===== config.mk =====
export PLATFORM = sky130hd
export DESIGN_NAME = store_align_buffer
export DESIGN_NICKNAME = d
export VERILOG_FILES = /design/src/rtl/store_align_buffer.sv
export SDC_FILE = /design/constraint.sdc
export NUM_CORES = 1
export LEC_CHECK = 0
export ABC_AREA = 1
export CAP_MARGIN = 15
export CORE_MARGIN = 2
export CORE_UTILIZATION = 62
export CTS_BUF_LIST = sky130_fd_sc_hd__clkbuf_4 sky130_fd_sc_hd__clkbuf_8
export DETAILED_ROUTE_END_ITERATION = 12
export GPL_TIMING_DRIVEN = 1
export PLACE_DENSITY = 0.89
export SLEW_MARGIN = 40
export SYNTH_ARGS = -nofsm -noshare
export SYNTH_HDL_FRONTEND = slang
export SYNTH_SLANG_ARGS = --single-unit

===== constraint.sdc =====
create_clock -name clk -period 3.6 [get_ports clk]
set_input_delay 0.54 -clock clk [delete_from_list [all_inputs] [get_ports clk]]
set_output_delay 0.54 -clock clk [all_outputs]
set_load 0.03 [all_outputs]

===== src/rtl/store_align_buffer.sv =====
// store_align_buffer: store queue plus byte-lane aligner for the data-memory write port.
// Each queued store becomes one aligned bus beat with a byte mask. A store that crosses
// a bus word becomes two beats (LO then HI).
// Optional feature macro: MISALIGNED_SPLIT_EN. When it is defined, misaligned stores are
// queued and split as needed. When it is undefined, misaligned stores fault and the HI
// state does not exist.
// The XLEN parameter defaults to 64 and is overridden per instance.
module store_align_buffer #(
  parameter int XLEN  = 64,
  parameter int DEPTH = 2
) (
  input  logic              clk,
  input  logic              reset_n,
  input  logic              StValid_M,
  output logic              StReady_M,
  input  logic [XLEN-1:0]   StAddr_M,
  input  logic [XLEN-1:0]   StData_M,
  input  logic [1:0]        StSize_M,
  output logic              StFault_M,
  output logic              MemWrValid,
  input  logic              MemWrReady,
  output logic [XLEN-1:0]   MemWrAddr,
  output logic [XLEN-1:0]   MemWrData,
  output logic [XLEN/8-1:0] MemWrMask,
  output logic              Empty
);
  localparam int NB   = XLEN / 8;
  localparam int OFFW = $clog2(NB);
  localparam int PTRW = $clog2(DEPTH);
  localparam int CNTW = PTRW + 1;

  typedef enum logic [1:0] {
    S_IDLE = 2'd0,
    S_LO   = 2'd1
`ifdef MISALIGNED_SPLIT_EN
    , S_HI = 2'd2
`endif
  } state_t;

  logic [XLEN-1:0] q_addr [DEPTH];
  logic [XLEN-1:0] q_data [DEPTH];
  logic [1:0]      q_size [DEPTH];
  logic [PTRW-1:0] rd_ptr;
  logic [PTRW-1:0] wr_ptr;
  logic [CNTW-1:0] count;
  state_t          state;

  logic            push, pop, full, avail_q, load_lo;
  logic [PTRW-1:0] next_idx;
  logic [XLEN-1:0] src_addr, src_data;
  logic [1:0]      src_size;
  logic [OFFW-1:0] src_off;
  logic [XLEN-1:0] lo_addr, lo_data;
  logic [NB-1:0]   lo_mask;

  // Byte-enable pattern of an access size, right-justified.
  function automatic logic [NB-1:0] size_mask(input logic [1:0] size);
    logic [NB-1:0] m;
    case (size)
      2'd0:    m = NB'(8'h01);
      2'd1:    m = NB'(8'h03);
      2'd2:    m = NB'(8'h0F);
      default: m = NB'(8'hFF);
    endcase
    return m;
  endfunction

`ifndef MISALIGNED_SPLIT_EN
  // True when the address is not a multiple of the access size.
  function automatic logic misaligned(input logic [2:0] a, input logic [1:0] size);
    logic r;
    case (size)
      2'd0:    r = 1'b0;
      2'd1:    r = a[0];
      2'd2:    r = |a[1:0];
      default: r = |a[2:0];
    endcase
    return r;
  endfunction
`endif

`ifdef MISALIGNED_SPLIT_EN
  logic            cross_head;
  logic [OFFW-1:0] head_off;
  logic [XLEN-1:0] hi_data;
  logic [NB-1:0]   hi_mask;

  // The HI beat carries the bytes that spill past the end of the bus word.
  always_comb begin
    head_off   = q_addr[rd_ptr][OFFW-1:0];
    hi_mask    = size_mask(q_size[rd_ptr]) >> (NB - int'(head_off));
    hi_data    = q_data[rd_ptr] >> (XLEN - 8 * int'(head_off));
    cross_head = |hi_mask;
  end
`endif

  // Fault detection, queue handshake and selection of the next LO beat's source.
  always_comb begin
`ifdef MISALIGNED_SPLIT_EN
    StFault_M = StValid_M & ((XLEN == 32) && (StSize_M == 2'b11));
    pop = MemWrValid & MemWrReady & ((state == S_HI) | ((state == S_LO) & !cross_head));
`else
    StFault_M = StValid_M & (((XLEN == 32) && (StSize_M == 2'b11)) |
                             misaligned(StAddr_M[2:0], StSize_M));
    pop = MemWrValid & MemWrReady;
`endif
    full      = (count == CNTW'(DEPTH));
    StReady_M = !full | pop;
    push      = StValid_M & StReady_M & !StFault_M;
    next_idx  = rd_ptr + PTRW'(pop);
    avail_q   = (count != CNTW'(pop));
    load_lo   = ((state == S_IDLE) | pop) & (avail_q | push);
    if (avail_q) begin
      src_addr = q_addr[next_idx];
      src_data = q_data[next_idx];
      src_size = q_size[next_idx];
    end else begin
      src_addr = StAddr_M;
      src_data = StData_M;
      src_size = StSize_M;
    end
    src_off = src_addr[OFFW-1:0];
    lo_addr = {src_addr[XLEN-1:OFFW], {OFFW{1'b0}}};
    lo_data = src_data << {src_off, 3'b000};
    lo_mask = size_mask(src_size) << src_off;
    Empty   = (count == '0) & (state == S_IDLE);
  end

  // Store queue: circular buffer with push at the tail and pop after the entry's last beat.
  always_ff @(posedge clk or negedge reset_n) begin
    if (!reset_n) begin
      rd_ptr <= '0;
      wr_ptr <= '0;
      count  <= '0;
      for (int i = 0; i < DEPTH; i++) begin
        q_addr[i] <= '0;
        q_data[i] <= '0;
        q_size[i] <= 2'b00;
      end
    end else begin
      if (push) begin
        q_addr[wr_ptr] <= StAddr_M;
        q_data[wr_ptr] <= StData_M;
        q_size[wr_ptr] <= StSize_M;
        wr_ptr         <= wr_ptr + PTRW'(1'b1);
      end
      if (pop) begin
        rd_ptr <= rd_ptr + PTRW'(1'b1);
      end
      count <= count + CNTW'(push) - CNTW'(pop);
    end
  end

  // Beat FSM: drives the registered write port and holds it until MemWrReady.
  always_ff @(posedge clk or negedge reset_n) begin
    if (!reset_n) begin
      state      <= S_IDLE;
      MemWrValid <= 1'b0;
      MemWrAddr  <= '0;
      MemWrData  <= '0;
      MemWrMask  <= '0;
    end else begin
      case (state)
        S_IDLE: begin
          if (load_lo) begin
            state      <= S_LO;
            MemWrValid <= 1'b1;
            MemWrAddr  <= lo_addr;
            MemWrData  <= lo_data;
            MemWrMask  <= lo_mask;
          end
        end
`ifdef MISALIGNED_SPLIT_EN
        S_LO, S_HI: begin
          if (MemWrReady && (state == S_LO) && cross_head) begin
            state     <= S_HI;
            MemWrAddr <= MemWrAddr + XLEN'(NB);
            MemWrData <= hi_data;
            MemWrMask <= hi_mask;
          end else if (MemWrReady) begin
`else
        S_LO: begin
          if (MemWrReady) begin
`endif
            if (load_lo) begin
              state      <= S_LO;
              MemWrValid <= 1'b1;
              MemWrAddr  <= lo_addr;
              MemWrData  <= lo_data;
              MemWrMask  <= lo_mask;
            end else begin
              state      <= S_IDLE;
              MemWrValid <= 1'b0;
              MemWrAddr  <= '0;
              MemWrData  <= '0;
              MemWrMask  <= '0;
            end
          end
        end
        default: begin
          state      <= S_IDLE;
          MemWrValid <= 1'b0;
        end
      endcase
    end
  end

endmodule


==> flow_metrics.tcl <==
set metrics [dict create \
    vias_per_cell 5.858 \
    fp.dieH_um 182.5 \
    h-tree-depth 3 \
    rr_worst_depth 11 \
    critPathArrivalTime_ns 2.25 \
    io_buffers 270 \
    cts-hold-fix-buffers 1 \
    wire_per_inst_um 18.47 \
    drive_gt1_share_pct 6.738 \
    cts_resized 0 \
    ff_latch_area_mm2 0.009960 \
    critical_path_buf_inv_count 3 \
    cap_violations 0 \
    row_count 65 \
    grt_overflow 0 \
    grt_max_degree 176 \
    ys_seq_elements 398 \
    max_freq_mhz 358.1 \
    grt_pass1_wl_um 97990 \
    yosysWarnings 0 \
    synth_area_per_cell_um2 7.490 \
    comb_power_share_pct 55.5 \
    critPathMaxStageDelay_ns 0.74 \
    antenna_found_initial 2 \
    slew_violations 0 \
    start_kind "input port" \
    area_delta_synth_final_pct 21.60 \
    finalCoreUtilization_pct 76.33 \
    hold_violations 0 \
    cp_slowest_cell "clkdlybuf4s50_1" \
    finalSetupViolCount 0 \
    die_width_um 182.5 \
    fin_skew_ns 0.02013 \
    place_congestion 0.9157 \
    fin_crit_sh_pct 77.57 \
    fin_setup_tns_ns 0 \
    clk_latency_ns 0.60 \
    drcViolationCount 0 \
    crit_path_frequent_cell "clkdlybuf4s50_1" \
    reg2reg_slack_ns 0.85 \
    coreArea_mm2 0.03147 \
    cp_num_cells 6 \
    criticalPathCategory "input port to output pin" \
    worst_pin_slew_ns 0.8068 \
    p_switching_uw 13110 \
    cts-root-buf "clkbuf_8" \
    dpl.cell_count 3173 \
    wirelength_um 60910 \
    r2r_end "MemWrData[40]$_DFFE_PN0P_" \
    fin_crit_ns 2.792 \
    grt_pass1_vias 18840 \
    vias 19310 \
    synthTopCellsByArea "dfrtp_1 50%, nand2_1 20%, nand3_1 7.9%, o21ai_0 7.2%, inv_1 3.8%" \
    cts_buffers 68 \
    rsz0062_at_grt "no" \
    r2r-start "MemWrValid$_DFFE_PN0P_" \
    post_cts_buffers 0 \
    gr-usage-met2_pct 59.01 \
    p_clk_share_pct 16.0 \
    dieArea_mm2 0.03331 \
    cp-endpoint "StFault_M" \
    path_delay_family "buffers and inverters" \
    crit_fanout 5 \
    cts_tree "done" \
    finalPower_uw 26780 \
    syn-instance-count 2638 \
    ctsLongestPathBuffers 3 \
    fillers 2209 \
    ant_nets 0 \
    clk_pin_slew_ns 0.06 \
    switching_share_pct 48.94 \
    worstHoldPathType "flip-flop to flip-flop" \
    yosysSeqAreaShare_pct 50.41 \
    multi_input_area_mm2 0.008183 \
    status "completed" \
    synth.distinct_cells 33 \
    drtPass1Iterations 10 \
    hpwl_um 39200 \
    relSlewSlack_pct 46.22 \
    grt.busiest_layer "met2" \
    yosysTopAreaCell "dfrtp_1" \
    worst_ep_required_time_ns 3.06 \
    seq_power_share_pct 28.5 \
    p_leak_uw 0.01180 \
    initial_core_util_pct 62.77 \
    grt_util_all_layers_pct 36.86 \
    path_cells "clkdlybuf4s50_1 > a21oi_1 > nand2_1 > nand3_1 > inv_1 > clkdlybuf4s50_1" \
    clkSinkCount 398 \
    worst_setup_path_end_kind "output pin" \
    cp-startpoint "StSize_M[0]" \
    grt.met1_usage_pct 48.51 \
    use_met3_pct 7.364 \
    yosys.area.top_type_share_pct 50.41 \
    ios 274 \
    final_nets 2978 \
    p_per_area_mw_per_mm2 1115 \
    internal_power_uw 13680 \
    drtIter0Drc 2475 \
    synth_area_mm2 0.01976 \
    irDropWorstVdd_uv 838.2 \
    stdcell_count 3297 \
]
[power groups by stage]
stage | Clock (µW) | Sequential (µW) | Combinational (µW)
finish | 4290 | 7630 | 14900
floorplan | 0 | 8570 | 8730
detailed placement | 0 | 7620 | 14500
CTS | 4300 | 7590 | 14600
global placement | 0 | 7530 | 14000
global route | 4500 | 7780 | 16300
[tightest hold or removal path: stages (launching register included)]
cell and delay [ns]:
dfrtp_1 0.35, nand2_1 0.05, nand2_1 0.04
[cell families (layout without fill, tap and decap cells)]
family,Yosys count,in the layout,synth area share (%)
muxes,1,1,0.05699
AOI/OAI and AO/OA,394,394,10.61
xor gates and xnor gates,2,2,0.08867
other,1,4,0.01898
DFF,398,398,50.41
buffers and inverters,381,635,8.359
adders and majority gates,2,2,0.1266
and+or+nand+nor,1459,1459,30.33
[layer usage]
metal	share of wire [%]	vias up
met4	4.7	2
met3	11	197
met5	0.021	-
li1	-	8784
met1	38	9154
met2	47	1176
[area by class of cell]
type | count | area share (%)
Multi-Input combinational cell | 1861 | 34.06
Tap cell | 402 | 2.094
Sequential cell | 398 | 41.45
Clock inverter | 21 | 0.6093
Inverter | 207 | 3.255
Antenna cell | 1 | 0.01042
Timing Repair Buffer | 306 | 13.20
Clock buffer | 101 | 5.317
[synth_stat cells]
library cell and instances:
xor2_1 1, nor2_4 3, o21ai_2 1, o31ai_1 38, nand3_1 311, nand2_4 5
nand2_1 1052, nand3_2 2, mux2_2 1, nor3_1 1, nand3_4 1, ha_1 2
buf_1 8, buf_2 88, dfrtp_1 398, a21o_1 1, buf_6 6, nor2_1 68
o21a_1 9, buf_4 17, conb_1 1, nand2_2 5, inv_2 5, inv_1 201
or2_2 8, xnor2_1 1, inv_4 1, a21oi_1 40, and2_1 1, o21ai_0 286
clkbuf_1 55, o21ai_1 19, nor2_2 2
[stage by stage]
| step | setup WS (ns) | area (µm²) | hold WS [ns] |
|---|---|---|---|
| after global routing | 0.6509 | 24030 | 0.4920 |
| after CTS | 0.8184 | 24020 | 0.4740 |
| after detailed placement | 0.3445 | 22590 | 0.4583 |
| after floorplan | 1.488 | 19770 | 0.2444 |
| final | 0.8076 | 24030 | 0.4750 |
| after global placement | 0.4046 | 22590 | 0.4530 |
[worst min-delay path by stage]
stage	from	endpoint	slack (ns)	cells after the start
after global placement	q_addr[93]$_DFFE_PN0P_	q_addr[93]$_DFFE_PN0P_	0.45	2
after detailed placement	q_addr[117]$_DFFE_PN0P_	q_addr[117]$_DFFE_PN0P_	0.46	2
after floorplan	reset_n	MemWrAddr[10]$_DFFE_PN0P_	0.24	0
after global routing	q_addr[116]$_DFFE_PN0P_	q_addr[116]$_DFFE_PN0P_	0.49	2
final	q_addr[69]$_DFFE_PN0P_	q_addr[69]$_DFFE_PN0P_	0.48	2
after CTS	q_addr[117]$_DFFE_PN0P_	q_addr[117]$_DFFE_PN0P_	0.47	2
[sequential cells by signal (all words and copies together), names as in the netlist]
signal and count:
q_addr 128, q_data 128, MemWrData 64, MemWrAddr 61, MemWrMask 8, q_size 4
count 2, MemWrValid 1, rd_ptr 1, wr_ptr 1
[layout by cell type, fill, tap and decap left out, drive strengths merged, types with 2 or more instances in the layout]
master         netlist  final
o21ai              306    306
o31ai               38     38
conb                 1      3
inv                207    210
dfrtp              398    398
nand3              314    314
o21a                 9      9
clkinv               0     15
or2                  8      8
nor2                73     73
clkinvlp             0      2
buf                119     36
ha                   2      2
nand2             1062   1062
clkdlybuf4s50        0    269
a21oi               40     40
clkbuf              55    101
Note: power is estimated with default switching activity, not from simulation.
